$ cat config.mk
export PLATFORM = sky130hd
export DESIGN_NAME = instruction_fetch
export DESIGN_NICKNAME = d
export VERILOG_FILES = /design/src/rtl/riscv_pkg.sv /design/src/rtl/fetch_buffer.sv /design/src/rtl/instruction_fetch.sv
export SDC_FILE = /design/constraint.sdc
export NUM_CORES = 1
export LEC_CHECK = 0
export CAP_MARGIN = 15
export CORE_MARGIN = 3
export CORE_UTILIZATION = 45
export CTS_CLUSTER_SIZE = 24
export DETAILED_ROUTE_END_ITERATION = 12
export PLACE_DENSITY = 0.8
export SLEW_MARGIN = 20
export SYNTH_ARGS = -nofsm -noshare
export SYNTH_HDL_FRONTEND = slang
export SYNTH_SLANG_ARGS = --single-unit
$ cat constraint.sdc
create_clock -name clk -period 14.3 [get_ports clk]
set_input_delay 3.575 -clock clk [delete_from_list [all_inputs] [get_ports clk]]
set_output_delay 3.575 -clock clk [all_outputs]
set_load 0.02 [all_outputs]
$ cat src/rtl/riscv_pkg.sv
// Shared fetch-stage types: instruction size, buffer entry layout and fetch FSM states.
package riscv_pkg;

    localparam int unsigned INSTR_BYTES = 4;
    localparam int unsigned XLEN        = 32;

    typedef struct packed {
        logic [XLEN-1:0] pc;
        logic [XLEN-1:0] instr;
        logic            filled;
    } fetch_entry_t;

    typedef enum logic {
        FETCH,
        DRAIN
    } fetch_state_e;

endpackage

$ cat src/rtl/fetch_buffer.sv
// In-order reservation FIFO: entries are allocated at request time and filled
// by memory responses in order, so the oldest unfilled entry trails the tail.
module fetch_buffer #(
    parameter int unsigned REG_BITS  = 32,
    parameter int unsigned BUF_DEPTH = 2
) (
    input  logic                         clk,
    input  logic                         rst,
    input  logic                         flush,
    input  logic                         alloc,
    input  logic [REG_BITS-1:0]          alloc_pc,
    input  logic                         fill,
    input  logic [REG_BITS-1:0]          fill_instr,
    input  logic                         pop,
    output logic                         head_filled,
    output logic [REG_BITS-1:0]          head_pc,
    output logic [REG_BITS-1:0]          head_instr,
    output logic [$clog2(BUF_DEPTH):0]   count,
    output logic [$clog2(BUF_DEPTH):0]   unfilled
);
    localparam int unsigned PW = $clog2(BUF_DEPTH);
    localparam int unsigned CW = PW + 1;

    logic [REG_BITS-1:0]  pc_q    [BUF_DEPTH];
    logic [REG_BITS-1:0]  instr_q [BUF_DEPTH];
    logic [BUF_DEPTH-1:0] filled_q;
    logic [PW-1:0]        head_q;
    logic [PW-1:0]        tail_q;
    logic [PW-1:0]        fill_idx;
    logic [CW-1:0]        count_q;
    logic [CW-1:0]        unf_q;
    logic                 do_fill;

    // With every slot unfilled the low bits wrap to zero, landing on the head.
    assign fill_idx = tail_q - unf_q[PW-1:0];
    assign do_fill  = fill && (unf_q != '0);

    always_ff @(posedge clk) begin
        if (rst || flush) begin
            head_q   <= '0;
            tail_q   <= '0;
            count_q  <= '0;
            unf_q    <= '0;
            filled_q <= '0;
        end else begin
            if (alloc) begin
                pc_q[tail_q]     <= alloc_pc;
                filled_q[tail_q] <= 1'b0;
                tail_q           <= tail_q + PW'(1);
            end
            if (do_fill) begin
                instr_q[fill_idx]  <= fill_instr;
                filled_q[fill_idx] <= 1'b1;
            end
            if (pop) begin
                head_q <= head_q + PW'(1);
            end
            count_q <= count_q + CW'(alloc) - CW'(pop);
            unf_q   <= unf_q + CW'(alloc) - CW'(do_fill);
        end
    end

    assign head_filled = filled_q[head_q];
    assign head_pc     = pc_q[head_q];
    assign head_instr  = instr_q[head_q];
    assign count       = count_q;
    assign unfilled    = unf_q;

endmodule

$ cat src/rtl/instruction_fetch.sv
// Fetch stage: issues word fetches, buffers responses in order for decode,
// and flushes on redirect while draining stale in-flight responses.
module instruction_fetch
    import riscv_pkg::*;
#(
    parameter int unsigned         REG_BITS     = 32,
    parameter int unsigned         BUF_DEPTH    = 2,
    parameter logic [REG_BITS-1:0] RESET_VECTOR = '0
) (
    input  logic                clk,
    input  logic                rst,
    input  logic [REG_BITS-1:0] pc,
    output logic [REG_BITS-1:0] pcNext,
    output logic                imem_req_valid,
    input  logic                imem_req_ready,
    output logic [REG_BITS-1:0] imem_req_addr,
    input  logic                imem_rsp_valid,
    input  logic [REG_BITS-1:0] imem_rsp_data,
    input  logic                redirect_valid,
    input  logic [REG_BITS-1:0] redirect_pc,
    output logic                dec_valid,
    input  logic                dec_ready,
    output logic [REG_BITS-1:0] dec_instr,
    output logic [REG_BITS-1:0] dec_pc
);
    localparam int unsigned CW = $clog2(BUF_DEPTH) + 1;

    fetch_state_e  state_q;
    logic [CW-1:0] drop_q;
    logic [CW-1:0] drop_base;
    logic [CW-1:0] drop_new;
    logic [CW-1:0] count;
    logic [CW-1:0] unfilled;
    logic          head_filled;
    logic          req_fire;
    logic          pop;
    logic          fill;
    logic          unused_redirect_lsbs;

    assign unused_redirect_lsbs = ^redirect_pc[1:0];

    assign imem_req_addr  = {pc[REG_BITS-1:2], 2'b00};
    assign imem_req_valid = !rst && (state_q == FETCH) && !redirect_valid
                            && (count < CW'(BUF_DEPTH));
    assign req_fire       = imem_req_valid && imem_req_ready;
    assign dec_valid      = !rst && (state_q == FETCH) && head_filled && (count != '0);
    assign pop            = dec_valid && dec_ready && !redirect_valid;
    assign fill           = imem_rsp_valid && (state_q == FETCH) && !redirect_valid;

    // Only one of drop_q / unfilled is non-zero: the buffer is empty in DRAIN.
    assign drop_base = drop_q + unfilled;
    assign drop_new  = (imem_rsp_valid && (drop_base != '0)) ? drop_base - CW'(1) : drop_base;

    always_comb begin
        pcNext = pc;
        if (rst) begin
            pcNext = RESET_VECTOR;
        end else if (redirect_valid) begin
            pcNext = {redirect_pc[REG_BITS-1:2], 2'b00};
        end else if (req_fire) begin
            pcNext = pc + REG_BITS'(INSTR_BYTES);
        end
    end

    always_ff @(posedge clk) begin
        if (rst) begin
            state_q <= FETCH;
            drop_q  <= '0;
        end else if (redirect_valid) begin
            drop_q  <= drop_new;
            state_q <= (drop_new != '0) ? DRAIN : FETCH;
        end else begin
            case (state_q)
                DRAIN: begin
                    if (imem_rsp_valid && (drop_q != '0)) begin
                        drop_q <= drop_q - CW'(1);
                        if (drop_q == CW'(1)) begin
                            state_q <= FETCH;
                        end
                    end
                end
                default: state_q <= FETCH;
            endcase
        end
    end

    fetch_buffer #(
        .REG_BITS (REG_BITS),
        .BUF_DEPTH(BUF_DEPTH)
    ) u_buf (
        .clk        (clk),
        .rst        (rst),
        .flush      (redirect_valid),
        .alloc      (req_fire),
        .alloc_pc   (imem_req_addr),
        .fill       (fill),
        .fill_instr (imem_rsp_data),
        .pop        (pop),
        .head_filled(head_filled),
        .head_pc    (dec_pc),
        .head_instr (dec_instr),
        .count      (count),
        .unfilled   (unfilled)
    );

endmodule

==> metrics.csv <==
metric,value,unit
status,"finished, final reports clean",
Critical Path End Type,primary output,
slowest CP cell,clkdlybuf4s50_1,
final hold viol count,0,
post-synthesis adder-cell area fraction,1.69,%
Post-Synthesis Cell Area,6670,µm²
Max Cap Viol,0,
largest family of logic cells by synthesized area,simple AND/OR/NAND/NOR gates,
"leading cell type in the layout, fill and taps excluded",clkdlybuf4s50_1,
vias per cell,5.62,
antenna violation net count after detailed routing,0,
dpl hpwl,12300,µm
Leakage,3.16,nW
Worst EP arrival,6900,ps
Ports,232,
GRT Resource Usage Total,21.5,%
Hold Path Class,reg -> reg,
mux contribution to synthesized area,10.8,%
Synth Area in Simple Gates,12.0,%
ys async rst share,0,%
Starting Density,47.0,%
grt total ovfl,0,
post-synthesis compound-gate area fraction,7.37,%
# resized after CTS,0,
CTS H-tree depth,4,
ys flop type,edfxtp_1,
die width,128,µm
"Clk pin slew, worst setup/hold paths",50,ps
syn avg cell area,13.0,µm²
Post-synth EDFFs,124,
setup TNS,0,ps
max-slew violations,0,
P&R area growth vs syn,41.7,%
worst-path fanout max,11,
DR WL/cell,19.7,µm
layout filler cell count,1032,
I/O Buffers,225,
Antenna diodes,0,
worst vdd ir,83.0,µV
yosys warns,0,
Initial DRC Count,401,
XOR/XNOR Fraction of Synth Area,2.36,%
Die Ht,128,µm
Slew @ Worst Pin,979,ps
largest net degree at the start of global routing,63,
share of cells above drive strength 1,15.2,%
Bufs on Longest Clock Path,2,
die area,16300,µm²
design area,9450,µm²
CP peak stage delay,700,ps
RSZ-0062 raised after global routing,false,
Slew Limit Headroom,34.6,%
CP startpoint kind,primary input,
fin nets,816,
Clock Latency Late Sink,420,ps
clock root buffer,clkbuf_16,
Design Power,999,µW
FMAX,95.5,MHz
largest cells by area after synthesis,"edfxtp_1 (56%), mux2_2 (11%), buf_4 (3.8%)",
clock sink total,136,
cell count after synthesis,512,
most frequent cells in the layout,"clkdlybuf4s50_1 (225), edfxtp_1 (124), mux2_2 (63)",
drt pass-1 iters,5,
Clock Skew,6.40,ps
pwr dens,106,nW/µm²
area share of the largest cell type after synthesis,55.8,%
instance area after placement,8860,µm²
synth unique cells,53,
"Top cell by count, worst path",clkdlybuf4s50_1,
count of final setup violators,0,
TritonCTS buffer count,17,
Yosys reg bits,136,
setup bufs post-CTS,0,
Synth area leader,edfxtp_1,
drt total wl,17700,µm
placement row count,43,
fin crit period,10470,ps
post-synthesis sequential area ratio,59.4,%
Final GP Congestion,0.890,
vias in the first global route,5122,
data required time of the worst path,10720,ps
initial antenna violation count,0,
Hold Buf Count CTS,0,
Residual DRC,0,
first-pass GRT wire length,27100,µm
fin crit share,73.2,%
kind of critical path,in -> out,
Vias,5043,
crit path cell chain,clkdlybuf4s50_1 > ha_1 > nand4b_1 > or3_1 > or4_1 > a311oi_1 > clkdlybuf4s50_1,
CTS tree,built,
CORE AREA,14200,µm²
synthesized netlist by cell type (3+ instances only):
master	instances
edfxtp_1	124
mux2_2	63
nor2_1	39
buf_4	34
a211oi_1	20
clkbuf_1	17
inv_1	14
nand2_1	14
xnor2_1	13
dfxtp_1	12
nand3_1	12
nor4_1	11
a311oi_1	10
o21ai_0	10
ha_1	9
and4_1	7
or4_1	7
nor3_1	6
o31ai_1	6
or3_1	6
and3_1	5
buf_1	5
nand3b_1	5
nand4_1	5
nor2b_1	5
xor2_1	5
and2_1	4
nor3b_1	4
or2_2	4
a21o_1	3
a21oi_1	3
nand2b_1	3
metal layers:
layer / vias up / share of wire (%) / track usage [%]
li1: 2321 / - / -
met1: 2389 / 40 / 25.8
met2: 298 / 48 / 35.7
met3: 35 / 9.7 / 7.58
met4: 0 / 2.2 / 8.11
met5: - / 0 / 0
final timing paths:
check                                        from                    to  slack, ps  cells after the start
worst min register to register  u_buf.filled_q[0]     u_buf.filled_q[0]        470                      2
worst min-delay path            u_buf.filled_q[0]     u_buf.filled_q[0]        470                      2
worst max register to register            state_q  u_buf.instr_q[1][10]      12080                      3
worst max-delay path                        pc[3]            pcNext[16]       3830                      7
stage by stage:
step	hold WS (ps)	util [%]	cells	setup slack [ps]
2_1_floorplan	431	-	515	4720
3_3_place_gp	442	62.4	866	3920
3_5_place_dp	451	62.4	866	3900
4_1_cts	467	66.5	898	3870
5_1_grt	473	66.5	898	3590
6_report	466	66.5	898	3830
state kept, by name, indices dropped and copies added (netlist names), named ones only:
name            count
drop_q              2
u_buf.count         2
u_buf.instr_q      64
u_buf.filled_q      2
state_q             1
u_buf.head_q        1
u_buf.unfilled      2
u_buf.pc_q         60
u_buf.tail_q        1
kinds of logic (layout without fill, tap and decap cells):
group | after synthesis | in the layout
simple gates | 143 | 143
flops | 136 | 136
buf+inv | 74 | 277
compound gates | 67 | 67
mux | 64 | 64
xor+xnor | 18 | 18
fa+ha+maj | 9 | 9
other cells | 1 | 4
critical path: cells and delay by family:
family                     cells  cell delay, ps
and+or+nand+nor                3            1370
adders and majority gates      1             250
AOI/OAI and AO/OA              1             320
buffers and inverters          2            1370
cell type report:
class	count	area, µm²	share of cell area (%)
Clock buffer	19	433	4.58
Clock inverter	13	154	1.63
Inverter	14	52.6	0.556
Multi-Input combinational cell	305	2320	24.6
Sequential cell	136	3970	42.0
Tap cell	180	225	2.38
Timing Repair Buffer	231	2300	24.3
power breakdown:
part / switching, mW / internal [mW]
clock network: 0.160 / 0.272
logic: 0.0627 / 0.0611
registers: 0.00276 / 0.439
total: 0.226 / 0.773
(Power assumes the default switching activity.)
